===== src/rtl/ctrl_pipe_pkg.sv =====
// Shared encodings for the pipelined MIPS control unit: opcodes, functs,
// ALU/extension/select codes and the per-stage control bundles.
package ctrl_pipe_pkg;

  // Opcodes
  localparam logic [5:0] OP_RTYPE = 6'h00, OP_J     = 6'h02, OP_JAL   = 6'h03;
  localparam logic [5:0] OP_BEQ   = 6'h04, OP_BNE   = 6'h05;
  localparam logic [5:0] OP_ADDI  = 6'h08, OP_ADDIU = 6'h09, OP_SLTI  = 6'h0A;
  localparam logic [5:0] OP_SLTIU = 6'h0B, OP_ANDI  = 6'h0C, OP_ORI   = 6'h0D;
  localparam logic [5:0] OP_XORI  = 6'h0E, OP_LUI   = 6'h0F;
  localparam logic [5:0] OP_LB    = 6'h20, OP_LH    = 6'h21, OP_LW    = 6'h23;
  localparam logic [5:0] OP_LBU   = 6'h24, OP_LHU   = 6'h25;
  localparam logic [5:0] OP_SB    = 6'h28, OP_SH    = 6'h29, OP_SW    = 6'h2B;

  // R-type functs
  localparam logic [5:0] FUNCT_SLL  = 6'h00, FUNCT_SRL  = 6'h02, FUNCT_SRA  = 6'h03;
  localparam logic [5:0] FUNCT_SLLV = 6'h04, FUNCT_SRLV = 6'h06, FUNCT_SRAV = 6'h07;
  localparam logic [5:0] FUNCT_JR   = 6'h08, FUNCT_JALR = 6'h09;
  localparam logic [5:0] FUNCT_MFHI = 6'h10, FUNCT_MTHI = 6'h11;
  localparam logic [5:0] FUNCT_MFLO = 6'h12, FUNCT_MTLO = 6'h13;
  localparam logic [5:0] FUNCT_MULT = 6'h18, FUNCT_MULTU = 6'h19;
  localparam logic [5:0] FUNCT_DIV  = 6'h1A, FUNCT_DIVU  = 6'h1B;
  localparam logic [5:0] FUNCT_ADD  = 6'h20, FUNCT_ADDU = 6'h21, FUNCT_SUB  = 6'h22;
  localparam logic [5:0] FUNCT_SUBU = 6'h23, FUNCT_AND  = 6'h24, FUNCT_OR   = 6'h25;
  localparam logic [5:0] FUNCT_XOR  = 6'h26, FUNCT_NOR  = 6'h27;
  localparam logic [5:0] FUNCT_SLT  = 6'h2A, FUNCT_SLTU = 6'h2B;

  // ALU operations (0 = no operation, used by bubbles and illegal ops)
  localparam logic [4:0] ALUOP_NOP = 5'd0,  ALUOP_ADD = 5'd1,  ALUOP_SUB  = 5'd2;
  localparam logic [4:0] ALUOP_AND = 5'd3,  ALUOP_OR  = 5'd4,  ALUOP_XOR  = 5'd5;
  localparam logic [4:0] ALUOP_NOR = 5'd6,  ALUOP_SLT = 5'd7,  ALUOP_SLTU = 5'd8;
  localparam logic [4:0] ALUOP_SLL = 5'd9,  ALUOP_SRL = 5'd10, ALUOP_SRA  = 5'd11;
  localparam logic [4:0] ALUOP_LUI = 5'd12;

  localparam logic [1:0] EXTOP_ZERO = 2'd0, EXTOP_SIGN = 2'd1;
  localparam logic [1:0] JUMP_NONE  = 2'd0, JUMP_J = 2'd1, JUMP_JR = 2'd2;
  localparam logic [1:0] RDST_RT    = 2'd0, RDST_RD = 2'd1, RDST_RA = 2'd2;
  localparam logic [1:0] SRCA_RS    = 2'd0, SRCA_SHAMT = 2'd1, SRCA_PC8 = 2'd2;
  localparam logic [1:0] SRCB_RT    = 2'd0, SRCB_IMM = 2'd1;
  localparam logic [1:0] WB_ALU     = 2'd0, WB_MEM = 2'd1, WB_HILO = 2'd2;

  // ID/EX bundle; an all-zero value is a bubble
  typedef struct packed {
    logic [1:0] reg_dst;
    logic [1:0] alu_src_a;
    logic [1:0] alu_src_b;
    logic [4:0] alu_op;
    logic [4:0] wreg;
    logic       md_start;
    logic [1:0] md_op;
    logic       illegal;
    logic       mem_read;
    logic       mem_write;
    logic       reg_write;
    logic [1:0] mem_to_reg;
  } idex_t;

  typedef struct packed {
    logic       mem_read;
    logic       mem_write;
    logic [4:0] wreg;
    logic       reg_write;
    logic [1:0] mem_to_reg;
  } exmem_t;

  typedef struct packed {
    logic       reg_write;
    logic [1:0] mem_to_reg;
    logic [4:0] wreg;
  } memwb_t;

endpackage


===== src/rtl/ctrl_pipe_decode.sv =====
// Combinational decoder: instruction -> control bundle, source-register use,
// jump class, immediate extension and HI/LO class.
module ctrl_decode
  import ctrl_pipe_pkg::*;
(
  input  logic [31:0] instr,
  output idex_t       bundle,
  output logic [1:0]  jump,
  output logic [1:0]  ext_op,
  output logic        uses_rs,
  output logic        uses_rt,
  output logic        is_hilo
);

  logic [5:0] op, funct;
  logic [4:0] rt, rd;
  logic       ok, imm_alu;
  logic       unused_bits;

  assign op    = instr[31:26];
  assign funct = instr[5:0];
  assign rt    = instr[20:16];
  assign rd    = instr[15:11];
  assign unused_bits = ^{instr[25:21], instr[10:6]};

  // Field decode; unknown encodings collapse to an all-zero bundle + illegal
  always_comb begin
    bundle  = '0;
    jump    = JUMP_NONE;
    ext_op  = EXTOP_ZERO;
    uses_rs = 1'b0;
    uses_rt = 1'b0;
    is_hilo = 1'b0;
    ok      = 1'b1;
    imm_alu = 1'b0;
    case (op)
      OP_RTYPE: begin
        uses_rs = 1'b1;
        uses_rt = 1'b1;
        bundle.reg_dst   = RDST_RD;
        bundle.reg_write = 1'b1;
        case (funct)
          FUNCT_ADD, FUNCT_ADDU: bundle.alu_op = ALUOP_ADD;
          FUNCT_SUB, FUNCT_SUBU: bundle.alu_op = ALUOP_SUB;
          FUNCT_AND:  bundle.alu_op = ALUOP_AND;
          FUNCT_OR:   bundle.alu_op = ALUOP_OR;
          FUNCT_XOR:  bundle.alu_op = ALUOP_XOR;
          FUNCT_NOR:  bundle.alu_op = ALUOP_NOR;
          FUNCT_SLT:  bundle.alu_op = ALUOP_SLT;
          FUNCT_SLTU: bundle.alu_op = ALUOP_SLTU;
          FUNCT_SLLV: bundle.alu_op = ALUOP_SLL;
          FUNCT_SRLV: bundle.alu_op = ALUOP_SRL;
          FUNCT_SRAV: bundle.alu_op = ALUOP_SRA;
          FUNCT_SLL, FUNCT_SRL, FUNCT_SRA: begin
            bundle.alu_op    = (funct == FUNCT_SLL) ? ALUOP_SLL :
                               (funct == FUNCT_SRL) ? ALUOP_SRL : ALUOP_SRA;
            bundle.alu_src_a = SRCA_SHAMT;
            uses_rs = 1'b0;
          end
          FUNCT_JR: begin
            jump = JUMP_JR;
            bundle.reg_write = 1'b0;
            uses_rt = 1'b0;
          end
          FUNCT_JALR: begin
            jump = JUMP_JR;
            bundle.alu_op    = ALUOP_ADD;
            bundle.alu_src_a = SRCA_PC8;
            uses_rt = 1'b0;
          end
          FUNCT_MFHI, FUNCT_MFLO: begin
            bundle.mem_to_reg = WB_HILO;
            uses_rs = 1'b0;
            uses_rt = 1'b0;
            is_hilo = 1'b1;
          end
          FUNCT_MTHI, FUNCT_MTLO: begin
            bundle.reg_write = 1'b0;
            uses_rt = 1'b0;
            is_hilo = 1'b1;
          end
          FUNCT_MULT, FUNCT_MULTU, FUNCT_DIV, FUNCT_DIVU: begin
            bundle.reg_write = 1'b0;
            bundle.md_start  = 1'b1;
            bundle.md_op     = funct[1:0];
            is_hilo = 1'b1;
          end
          default: ok = 1'b0;
        endcase
      end
      OP_J: jump = JUMP_J;
      OP_JAL: begin
        jump = JUMP_J;
        bundle.reg_dst   = RDST_RA;
        bundle.reg_write = 1'b1;
        bundle.alu_op    = ALUOP_ADD;
        bundle.alu_src_a = SRCA_PC8;
      end
      OP_BEQ, OP_BNE: begin
        bundle.alu_op = ALUOP_SUB;
        uses_rs = 1'b1;
        uses_rt = 1'b1;
      end
      OP_ADDI, OP_ADDIU: begin bundle.alu_op = ALUOP_ADD;  imm_alu = 1'b1; ext_op = EXTOP_SIGN; end
      OP_SLTI:           begin bundle.alu_op = ALUOP_SLT;  imm_alu = 1'b1; ext_op = EXTOP_SIGN; end
      OP_SLTIU:          begin bundle.alu_op = ALUOP_SLTU; imm_alu = 1'b1; ext_op = EXTOP_SIGN; end
      OP_ANDI:           begin bundle.alu_op = ALUOP_AND;  imm_alu = 1'b1; end
      OP_ORI:            begin bundle.alu_op = ALUOP_OR;   imm_alu = 1'b1; end
      OP_XORI:           begin bundle.alu_op = ALUOP_XOR;  imm_alu = 1'b1; end
      OP_LUI:            begin bundle.alu_op = ALUOP_LUI;  imm_alu = 1'b1; end
      OP_LB, OP_LH, OP_LW, OP_LBU, OP_LHU: begin
        bundle.alu_op     = ALUOP_ADD;
        bundle.alu_src_b  = SRCB_IMM;
        bundle.mem_read   = 1'b1;
        bundle.reg_write  = 1'b1;
        bundle.mem_to_reg = WB_MEM;
        ext_op  = EXTOP_SIGN;
        uses_rs = 1'b1;
      end
      OP_SB, OP_SH, OP_SW: begin
        bundle.alu_op    = ALUOP_ADD;
        bundle.alu_src_b = SRCB_IMM;
        bundle.mem_write = 1'b1;
        ext_op  = EXTOP_SIGN;
        uses_rs = 1'b1;
        uses_rt = 1'b1;
      end
      default: ok = 1'b0;
    endcase
    if (imm_alu) begin
      bundle.alu_src_b = SRCB_IMM;
      bundle.reg_write = 1'b1;
      uses_rs = (op != OP_LUI);
    end
    if (!ok) begin
      bundle  = '0;
      jump    = JUMP_NONE;
      ext_op  = EXTOP_ZERO;
      uses_rs = 1'b0;
      uses_rt = 1'b0;
      is_hilo = 1'b0;
      bundle.illegal = 1'b1;
    end
    // Destination is meaningful only for writers; everything else reports 0
    bundle.wreg = !bundle.reg_write       ? 5'd0 :
                  (bundle.reg_dst == RDST_RT) ? rt :
                  (bundle.reg_dst == RDST_RD) ? rd : 5'd31;
  end

endmodule


===== src/rtl/ctrl_pipe.sv =====
// Pipelined control: decode in ID, bundle carried through ID/EX, EX/MEM,
// MEM/WB, with load-use and mult/div hazard stalls and branch flush.
module ctrl_pipe
  import ctrl_pipe_pkg::*;
#(
  parameter int MUL_LAT = 4,
  parameter int DIV_LAT = 32
) (
  input  logic        clk,
  input  logic        rst,
  input  logic [31:0] id_instr,
  input  logic        flush_ex,
  input  logic        stall_ext,
  output logic        stall_id,
  output logic [1:0]  id_jump,
  output logic [1:0]  id_ext_op,
  output logic        id_illegal,
  output logic [1:0]  ex_reg_dst,
  output logic [1:0]  ex_alu_src_a,
  output logic [1:0]  ex_alu_src_b,
  output logic [4:0]  ex_alu_op,
  output logic [4:0]  ex_wreg,
  output logic        ex_md_start,
  output logic [1:0]  ex_md_op,
  output logic        ex_illegal,
  output logic        mem_mem_read,
  output logic        mem_mem_write,
  output logic [4:0]  mem_wreg,
  output logic        wb_reg_write,
  output logic [1:0]  wb_mem_to_reg,
  output logic [4:0]  wb_wreg
);

  idex_t      dec, ex_r;
  exmem_t     mem_r;
  memwb_t     wb_r;
  logic [5:0] md_cnt;
  logic       uses_rs, uses_rt, is_hilo;
  logic       load_use, md_busy, bubble;
  logic [4:0] rs, rt;

  ctrl_decode u_dec (
    .instr   (id_instr),
    .bundle  (dec),
    .jump    (id_jump),
    .ext_op  (id_ext_op),
    .uses_rs (uses_rs),
    .uses_rt (uses_rt),
    .is_hilo (is_hilo)
  );

  assign rs = id_instr[25:21];
  assign rt = id_instr[20:16];
  assign id_illegal = dec.illegal;

  assign load_use = ex_r.mem_read && (ex_r.wreg != 5'd0) &&
                    ((uses_rs && ex_r.wreg == rs) || (uses_rt && ex_r.wreg == rt));
  assign md_busy  = (md_cnt != 6'd0) && is_hilo;
  assign bubble   = flush_ex || load_use || md_busy;
  // A redirect replaces the ID instruction, so IF/ID must not hold for it
  assign stall_id = (load_use || md_busy || stall_ext) && !(flush_ex && !stall_ext);

  // Pipeline registers: freeze on memory stall, bubble ID/EX on hazard/flush
  always_ff @(posedge clk) begin
    if (rst) begin
      ex_r  <= '0;
      mem_r <= '0;
      wb_r  <= '0;
    end else if (!stall_ext) begin
      ex_r             <= bubble ? '0 : dec;
      mem_r.mem_read   <= ex_r.mem_read;
      mem_r.mem_write  <= ex_r.mem_write;
      mem_r.wreg       <= ex_r.wreg;
      mem_r.reg_write  <= ex_r.reg_write;
      mem_r.mem_to_reg <= ex_r.mem_to_reg;
      wb_r.reg_write   <= mem_r.reg_write;
      wb_r.mem_to_reg  <= mem_r.mem_to_reg;
      wb_r.wreg        <= mem_r.wreg;
    end
  end

  // Mult/div occupancy: the unit keeps counting through memory stalls
  always_ff @(posedge clk) begin
    if (rst)
      md_cnt <= 6'd0;
    else if (!stall_ext && !bubble && dec.md_start)
      md_cnt <= dec.md_op[1] ? 6'(DIV_LAT) : 6'(MUL_LAT);
    else if (md_cnt != 6'd0)
      md_cnt <= md_cnt - 6'd1;
  end

  assign ex_reg_dst    = ex_r.reg_dst;
  assign ex_alu_src_a  = ex_r.alu_src_a;
  assign ex_alu_src_b  = ex_r.alu_src_b;
  assign ex_alu_op     = ex_r.alu_op;
  assign ex_wreg       = ex_r.wreg;
  assign ex_md_start   = ex_r.md_start;
  assign ex_md_op      = ex_r.md_op;
  assign ex_illegal    = ex_r.illegal;
  assign mem_mem_read  = mem_r.mem_read;
  assign mem_mem_write = mem_r.mem_write;
  assign mem_wreg      = mem_r.wreg;
  assign wb_reg_write  = wb_r.reg_write;
  assign wb_mem_to_reg = wb_r.mem_to_reg;
  assign wb_wreg       = wb_r.wreg;

endmodule


===== config.mk =====
export PLATFORM = sky130hd
export DESIGN_NAME = ctrl_pipe
export DESIGN_NICKNAME = d
export VERILOG_FILES = /design/src/rtl/ctrl_pipe_pkg.sv /design/src/rtl/ctrl_pipe_decode.sv /design/src/rtl/ctrl_pipe.sv
export SDC_FILE = /design/constraint.sdc
export NUM_CORES = 1
export LEC_CHECK = 0
export BUFFER_PORTS_ARGS = -buffer_cell sky130_fd_sc_hd__buf_2
export CORE_MARGIN = 3
export CORE_UTILIZATION = 57
export CTS_CLUSTER_DIAMETER = 40
export DETAILED_ROUTE_END_ITERATION = 8
export HOLD_SLACK_MARGIN = 0.03
export PLACE_DENSITY = 0.85
export SLEW_MARGIN = 5
export SYNTH_ARGS = -nofsm -noshare
export SYNTH_HDL_FRONTEND = slang
export SYNTH_SLANG_ARGS = --single-unit
export TNS_END_PERCENT = 10

===== constraint.sdc =====
create_clock -name clk -period 8.31 [get_ports clk]
set_clock_uncertainty 0.15 [all_clocks]
set_input_delay 1.662 -clock clk [delete_from_list [all_inputs] [get_ports clk]]
set_output_delay 1.662 -clock clk [all_outputs]
set_load 0.03 [all_outputs]

# Word level (Yosys, flattened, before mapping)
# Index checks and enable logic that the tools add are counted.
# classes
muxes,43
n_reduce_logical,46
n_eq_ne,49
addsub,1
# op_table
op,count
"== test 6 bit, second input constant",18
"== test 6 x 4 -> 1 bit, second input constant",10
one-hot mux 5 bit (12 select lines),1
two-way mux 25 bit,2
"== test 6 x 5 -> 1 bit, second input constant",8
one-hot mux 5 bit (9 select lines),1
"== test 6 x 3 -> 1 bit, second input constant",5
OR reduction 26 bit,1
"== test 6 x 2 -> 1 bit, second input constant",4
OR reduction 8 bit,3
two-way mux 5 bit,4
OR reduction 20 bit,1
two-way mux 1 bit,19
two-way mux 6 bit,3
OR reduction 5 bit,3
zero test 6 bit,2
one-hot mux 2 bit (2 select lines),3
OR reduction 12 bit,1
OR reduction 6 bit,2
OR reduction 11 bit,1
== test 5 bit,2
OR reduction 10 bit,1
OR reduction 2 bit,5
logical AND 1 bit,9
other kinds (16),30
# word_totals
inputBits,36
register_bits,49
elab_cells,160

# Depth between registers and ports, before layout
# Gate-level depths: netlist of run 1.
# logic_depth
word_depth,15
mapped_depth,8
mapped_depth_nobuf,7

# Modules after synthesis
# A second synthesis of run 1 with hierarchy kept.
# unflattened
hier_cells,353
hier_area_um2,2997.9
# by_module_without_submodules
mod,area_each_um2,cells_per_inst,n_inst
ctrl_pipe,2082.0,200,1
ctrl_decode,915.9,153,1

# Least setup slack after synthesis of run 1
# Ideal clock, no wire load.
# synth_timing
path_kind,input-to-output
start,in id_instr[29]
end,out id_jump[1]
t_arrival_ns,3.833
n_path_buf,0
stages,5
slack_ns,2.665
path_cell_list,or4_4 or3_4 nor4_4 nand3_1 nor3_1
# synth_via
elab_chain_len,4
word_cells_on_any_way,26
# synth_rtl
element,line_no,text
"start, declared",ctrl_pipe.sv:11,"input logic [31:0] id_instr,"
== test 6 x 2 -> 1 bit (tied with other cells),ctrl_pipe_decode.sv:36,case (op)
OR reduction 20 bit (no source line) or OR reduction 2 bit (tied branches),--,
one-hot mux 1 bit (2 select lines) or one-hot mux 2 bit (2 select lines) (tied branches),ctrl_pipe_decode.sv:36,
two-way mux 2 bit (*),ctrl_pipe_decode.sv:135,if (!ok) begin
"end, declared",ctrl_pipe.sv:15,"output logic [1:0] id_jump,"
# Every way passes the cells marked *; elsewhere a longest branch is shown, timed or not.

# Worst setup path after layout of run 1
# Ends and elaborated chain as after synthesis.

==> results of run 1 <==
cells in the mapped netlist (all sizes together), types with 11 or more instances:
master and n:
a22o 13, o21ai 18, nor2 44, xnor2 12
nor3 12, dfxtp 47, clkbuf 21, nor2b 11
mux2i 22, buf 25, nand2 30
worst min-delay path, delay by kind of cell, from the launching register on:
family / cells / cell delay [ps]
DFF: 1 / 320
and+or+nand+nor: 2 / 100
layout make-up:
type | instances | area [um^2] | area share
Multi-Input combinational cell | 254 | 1662 | 0.5200
Sequential cell | 47 | 940.9 | 0.2944
Timing Repair Buffer | 69 | 347.8 | 0.1088
Tap cell | 67 | 83.83 | 0.02623
Clock buffer | 6 | 82.58 | 0.02584
Inverter | 10 | 40.04 | 0.01253
Clock inverter | 2 | 38.79 | 0.01214
power groups by stage:
stage / Combinational (uW) / Clock (uW) / Sequential [uW]
floorplan: 109 / 0 / 251
global placement: 132 / 0 / 252
detailed placement: 136 / 0 / 253
CTS: 137 / 178 / 248
global route: 153 / 189 / 250
finish: 138 / 176 / 248
metrics by stage:
step	cell area, um^2	total power [uW]	utilization	instances
finish	3196	562.2	0.6634	455
floorplan	2905	360.5	-	357
global route	3196	591.3	0.6634	455
detailed placement	3074	388.6	0.6382	447
global placement	3074	384.5	0.6382	447
CTS	3196	563.4	0.6634	455
worst max-delay path by stage:
stage,to,depth (start not counted)
final,id_jump[1],7
after global routing,id_jump[1],7
after CTS,id_jump[1],7
after detailed placement,id_jump[1],7
after global placement,id_jump[1],7
after floorplan,id_jump[1],5
metal layers:
metal | vias up | global-route usage | share of wire
li1 | 1308 | - | -
met1 | 1263 | 0.2903 | 0.46
met2 | 85 | 0.3791 | 0.47
met3 | 5 | 0.03286 | 0.051
met4 | 0 | 0.06406 | 0.010
met5 | - | 0 | 0
cell families (layout without fill, tap and decap cells):
logic type	after synthesis	in the layout	synth area share
AO/OA/AOI/OAI	79	79	0.1969
flip-flops	47	47	0.3247
buffers and inverters	56	87	0.1045
AND/OR/NAND/NOR	135	135	0.2500
adder cells (fa/ha/maj)	1	1	0.004317
multiplexers	22	22	0.07599
other	1	3	0.001294
XOR/XNOR	14	14	0.04232
==> impl_summary.md, run 1 <==
Status
The flow ran to the end, and the final reports show no timing, DRC or antenna violations.

Clocking
The post-cts resize count is 0. The post-CTS setup buffer count is 0. TritonCTS built the clock tree.

The total number of clock tree sinks is 47. The cell sitting at the root of the clock tree is a clkbuf_8. After clock tree synthesis, the clock-pin slew on the worst setup and hold paths is approximately 80 ps. The worst-skew pair later-pin latency is about 300 ps. Hold repair after CTS inserted 0 buffers. The number of buffers added by the clock tree synthesis step is 5.

The clock passes through at most 2 buffers. The clock tree synthesis step divided the H-tree into 2 levels.

Cells and area
0 antenna diodes ended up in the layout. The area added between synthesis and finish is 10.28%. The leading cell type in the layout, fill and taps excluded is buf_2.

The number of nets in the final layout is between 400 and 500. The register with the most flip-flops in the layout has 6 of them. The number of inserted filler cells in the final layout is 432. The fraction of final layout cells sized beyond drive strength 1 is 0.2242.

The register with the most flip-flops is md_cnt. Leaving out fill and tap cells, the most frequent cells in the layout are 68 x buf_2, 47 x dfxtp_1, 44 x nor2_1.

Power
The net switching power figure is around 170 uW. VDD sags by at most 0.0001193 V. The share of total power dissipated in combinational logic is 0.246. The share of total power dissipated in sequential elements is 0.441. The internal power of the cells is 392.6 uW.

The share of total power dissipated in the clock network is 0.313. Of the total power, the share spent switching nets is 0.3016. The reported leakage power is 0.001396 uW. For this design the ratio of total power to cell area is 175.9 nW/um^2.

Synthesis
For this run, the register share of the synthesized area comes to 0.3247. In the synthesized netlist the dominant register cell turns out to be dfxtp_1. The number of instances in the synthesized netlist is 355.

The mapped netlist covers around 2900 um^2. The area share of the leading cell type in the synthesized netlist is 0.3247. The number of distinct standard cells referenced by the synthesized netlist is 56.

The synthesized design contains between 40 and 50 register bits. In this run, synthesis inferred 0 flip-flops with an integrated enable. The number of warnings printed during yosys synthesis is 0. The average instance in the mapped netlist occupies 8.163 um^2. The proportion of register bits with asynchronous set or reset after synthesis is 0. Sorting the synthesized cells by area gives the leading types as dfxtp_1 32%, mux2i_1 7.6%, buf_4 6.2%. Of all cell types, the one taking the most synthesized area is dfxtp_1.

Setup path
The startpoint of the most critical register-to-register path is ex_wreg[1]. Among the stages of the critical path, the cell type that occurs most often is buf_2. The slowest stage of the critical path is the nor4_4 cell.

The element type at the critical path start is an input pin. The total buffers and inverters traversed by the critical path is 2. Setup slack on the worst reg-to-reg path comes out at 5810 ps. Measured in cells, the most critical reg-to-reg path has a length of 6. In this design, the largest share of critical-path delay is due to simple AND/OR/NAND/NOR gates.

The path type of the worst setup path is in -> out. The highest cell delay on the worst timing path is 770 ps. The largest fanout on the critical path is 20. The arrival time at the worst endpoint is around 4400 ps.

Walking the worst path, the cells encountered are buf_2 > or4_4 > or3_4 > nor4_4 > nand3_1 > nor3_1 > buf_2. The required arrival time at the worst endpoint is 6500 ps. The worst setup path is captured at a primary output. The critical path launch point is id_instr[29]. The endpoint identified for the worst register-to-register timing path is md_cnt[5].

Global routing
The number of global-route vias before repair is 2382. The number of antenna violations at the first check in global routing is 0. Global routing finished with a remaining overflow of 0. In the global route stage, overall resource usage came out at 0.2224. The first global-routing pass estimated around 11000 um of wire. The pin count of the biggest net entering global routing is 31.

Drt
Wires add up to around 6600 um. The remaining antenna violation count after routing is 0. The detailed router finished its first iteration with 160 violations. The routed layout has between 2000 and 3000 vias.

The number of detailed-routing iterations run before antenna repair is 4. For this run, design rule violations remaining after detail routing come to 0. The wire length per cell after detailed routing is 14.53 um. The via density per instance is 5.848.

Timing
Setup violations remaining at the end of the flow were counted as 0. The routed design could run at a clock period as short as between 6000 and 7000 ps. The max-slew headroom at the worst pin is 0.4293.

On the final layout, the worst hold slack is a little over 300 ps. The period utilization is 0.7434. Setup repair after global routing left no endpoint under its margin.

The fmax is approximately 160 MHz. In the final timing run, aggregate negative setup slack is 0 ps. After layout, the worst setup slack is between 2000 and 2500 ps. The total count of max-transition violations in the final report is 0. The final hold violation count is 0.

The slew at the pin closest to its max-slew limit is 849.7 ps.

Worst hold path
The path type of the worst min-delay path is reg -> reg. The number of instances on the worst hold path is 2. The path with the worst hold slack has its endpoint at ex_r[1]. The startpoint of the worst hold path is ex_r[1].

Floorplan
The vertical die dimension is about 77 um. The floorplan has 25 rows. During I/O placement, the number of pins put on the boundary was 77. The core box area is 4817 um^2.

The die is between 70 and 80 um wide. For this configuration, the core starts out at a cell density of 0.6016. The floorplan step defined a die boundary enclosing roughly 6000 um^2.

Placement
Prior to clock tree synthesis, the placed netlist has a worst setup slack of 2186 ps. After legalization and detailed placement, the total HPWL measured roughly 4800 um. Routability-driven placement finished with a final weighted congestion of approximately 0.9. The number of buffers inserted by port buffering is approximately 70.

Job
The tool flagged a number of max-cap violations equal to 0.
No activity file was read; power rests on OpenSTA's default activity.
==> inputs of run 2 (changes only) <==
--- a/config.mk
+++ b/config.mk
@@ -7,11 +7,11 @@
 export LEC_CHECK = 0
 export BUFFER_PORTS_ARGS = -buffer_cell sky130_fd_sc_hd__buf_2
 export CORE_MARGIN = 3
-export CORE_UTILIZATION = 57
+export CORE_UTILIZATION = 53
 export CTS_CLUSTER_DIAMETER = 40
 export DETAILED_ROUTE_END_ITERATION = 8
 export HOLD_SLACK_MARGIN = 0.03
-export PLACE_DENSITY = 0.85
+export PLACE_DENSITY = 0.8
 export SLEW_MARGIN = 5
 export SYNTH_ARGS = -nofsm -noshare
 export SYNTH_HDL_FRONTEND = slang
==> constraint.sdc (replaced) <==
create_clock -name clk -period 6.4 [get_ports clk]
set_clock_uncertainty 0.15 [all_clocks]
set_input_delay 1.28 -clock clk [delete_from_list [all_inputs] [get_ports clk]]
set_output_delay 1.28 -clock clk [all_outputs]
set_load 0.03 [all_outputs]
==> run 2 against run 1 <==
Net effect:
- first-iteration DRC count grew 4.4%
- combinational power grew 28%
- via count shrank 1.5%
- largest cell class unchanged
- core utilization shrank 5.2 points
- clock power grew 7%
- final cell count grew 0.88%
- critical path depth grew 2
- clock-buffer cell count is the same
- highest routed layer unchanged
- die area grew 6.9%
- setup slack lost 930 ps
- cell area shrank 0.35%
==> impl_summary.md, run 2 (synthesis gave the netlist of run 1 again) <==
Status
The run finished with clean final reports.

Drt
The number of detailed-routing iterations run before antenna repair is 4 (unchanged). The wire length per cell after detailed routing came to 14.42 um (-0.78%). The number of DRC violations after detailed-routing iteration 0 came to 167 (+4.4%). The number of vias after detailed routing is 2621 (-1.5%). The routed wire length is 6619 um (about the same). The remaining antenna violation count after routing is 0 (unchanged). The via density per instance is 5.710 (-2.4%). The post-detailed-route DRC marker count came to 0 (unchanged).

Cells and area
Leaving out fill and tap cells, the most frequent cells in the layout are 68 x buf_2, 47 x dfxtp_1, 44 x nor2_1. More flip-flops sit in one register than any other, and that register is md_cnt. The fraction of final layout cells sized beyond drive strength 1 is 0.2262 (+0.001994). The count of inserted antenna diode cells is 0 (unchanged). The area added between synthesis and finish is 9.888%. The flip-flop count of the largest register, all copies and words added is 6 (unchanged). The final core utilization is 0.6118 (-0.05160).

The number of nets in the final layout was 425 (+0.24%). The library cell used most frequently in the layout, excluding fill and tap cells, is buf_2.

Setup path
Walking the worst path, the cells encountered are buf_2 > or4_4 > or3_4 > or4_4 > nand2_4 > inv_4 > o21ai_0 > a21o_1 > buf_2. The required arrival time at the worst endpoint was 4970 ps (-1530 ps). The arrival time at the worst endpoint is 3770 ps (-600 ps). The highest cell delay on the worst timing path is 610 ps (-160 ps). The slack of the worst reg-to-reg path is 3840 ps (-1970 ps). The largest fanout on the critical path was 20 (unchanged). Among all stages on the critical path, the largest delay is contributed by or4_4.

STA classifies the critical path endpoint as a primary output. The path type of the worst setup path is in -> out. The element type at the critical path start is an input pin.

Timing
The total count of max-transition violations in the final report is 0 (unchanged). The setup slack of the critical path after layout is 1205 ps (-927.9 ps). The period utilization is 0.8118.

The aggregate negative setup slack is 0 ps (unchanged). The time the final worst path needs with I/O delays and setup is 5195 ps. Setup repair after global routing left no endpoint under its margin. The max-slew headroom at the worst pin is 0.5939 (+0.1647). The fmax is 192.5 MHz. The slew at the pin closest to its max-slew limit is 609.1 ps (-240.6 ps). The count of final setup violators is 0 (unchanged). The final hold violation count is 0 (unchanged).

Floorplan
The number of top-level design ports is 77 (unchanged). The vertical die dimension is 79.94 um (+3.4%). The die area is 6390 um^2 (+6.9%). The starting density of the core is 0.5567 (-0.04483).

The core box area was 5205 um^2 (+8.1%). The number of cell rows came to 26 (+4.0%). The die width is 79.94 um (+3.4%).

Clocking
The post-cts resize count is 0 (unchanged). The number of buffers added by the clock tree synthesis step is 5 (unchanged). The post-CTS setup buffer count is 0 (unchanged). The master cell of the clock root buffer is clkbuf_8. The total number of clock tree sinks is 47 (unchanged). The worst-case clock buffer depth is 2 (unchanged).

The maximum level of the CTS H-tree is 2 (unchanged). The clock tree from TritonCTS is done. The worst-skew pair later-pin latency is 300 ps (about the same). The clock-pin slew on the worst setup and hold paths is 90 ps (about the same).

The hold buffer count at cts is 0 (unchanged).

Power
The portion of total power attributed to the clock network is 0.275 (-0.038). The reported leakage power is 0.001387 uW (-0.64%). The power share of the sequential group was 0.468 (+0.027).

The combinational group share of total power is 0.257 (+0.011). The power density over the cells was 216.1 nW/um^2 (+23%). The peak ir drop on the vdd network is 0.0001164 V (-2.5%).

The internal power of the cells is 469.2 uW (+19%). The net switching power figure is 218.8 uW (+29%). The switching share of power was 0.3181 (+0.01649).

Placement
The post-placement worst setup slack came to 1234 ps (-951.9 ps). The number of buffers inserted by port buffering is 68 (unchanged). The half-perimeter wire length after placement is 4928 um (+2.9%). The weighted congestion reported at the end of routability-driven placement is 0.8998 (-0.43%).

Global routing
The number of global-route vias before repair is 2329 (-2.2%). The combined global-route utilization of all metal layers came to 0.2156 (-0.006829). The total congestion overflow after global routing is 0 (unchanged). The pin count of the biggest net entering global routing is 31 (unchanged). The number of antenna violations at the first check in global routing came to 0 (unchanged). The first-pass GRT wire length is 11120 um (+1.4%).

Worst hold path
The path class of the tightest hold or removal check is reg -> reg.

Job
The max-capacitance violation count came to 0 (unchanged).
-- run 2: cell types whose count changed in the layout (fill, tap and decap cells not counted), sizes merged --
cell      previous run  this run
buf                 69        70
clkinv               0         1
inv                 11        10
bufinv               1         0
clkinvlp             0         1
-- run 2: final timing paths --
| kind | startpoint | end | cells past startpoint |
|---|---|---|---|
| max | id_instr[29] | stall_id | 9 |
| max reg2reg | ex_wreg[1] | md_cnt[5] | 6 |
| min | ex_r[1] | ex_r[1] | 2 |
| min reg2reg | ex_r[1] | ex_r[1] | 2 |
-- run 2: final cells by class --
cell class	count	area [um^2]
clock buffer	6	82.58
clock inverter	2	16.27
fill	507	2021
inverter	10	40.04
multi-input combinational	254	1662
sequential	47	940.9
tap	70	87.58
timing repair buffer	70	355.3
-- run 2: layer usage --
layer  vias to the layer above  global-route usage  share of wire
li1                       1314                   -              -
met1                      1230              0.3113           0.48
met2                        69              0.3328           0.46
met3                         8             0.02709          0.046
met4                         0             0.06588          0.017
met5                         -                   0              0
-- run 2: power by group through the flow --
stage          logic, uW  clock network (uW)  registers [uW]
6_report             177                 189             322
5_1_grt              200                 203             324
4_1_cts              177                 192             322
3_5_place_dp         176                   0             329
3_3_place_gp         172                   0             328
2_1_floorplan        142                   0             326
-- run 2: stage by stage --
step	hold WS, ps	power, uW	cells	instance area [um^2]
after floorplan	264.9	468.0	357	2905
after global placement	280.0	500.2	451	3085
after detailed placement	279.2	505.2	451	3085
after CTS	291.5	690.7	459	3184
after global routing	304.3	727.3	459	3184
final	290.3	688.0	459	3184
-- run 2: worst max-delay path, delay by kind of cell --
family | cells | cell delay, ps
AO/OA/AOI/OAI | 2 | 410
AND/OR/NAND/NOR | 4 | 1620
buffers and inverters | 3 | 450
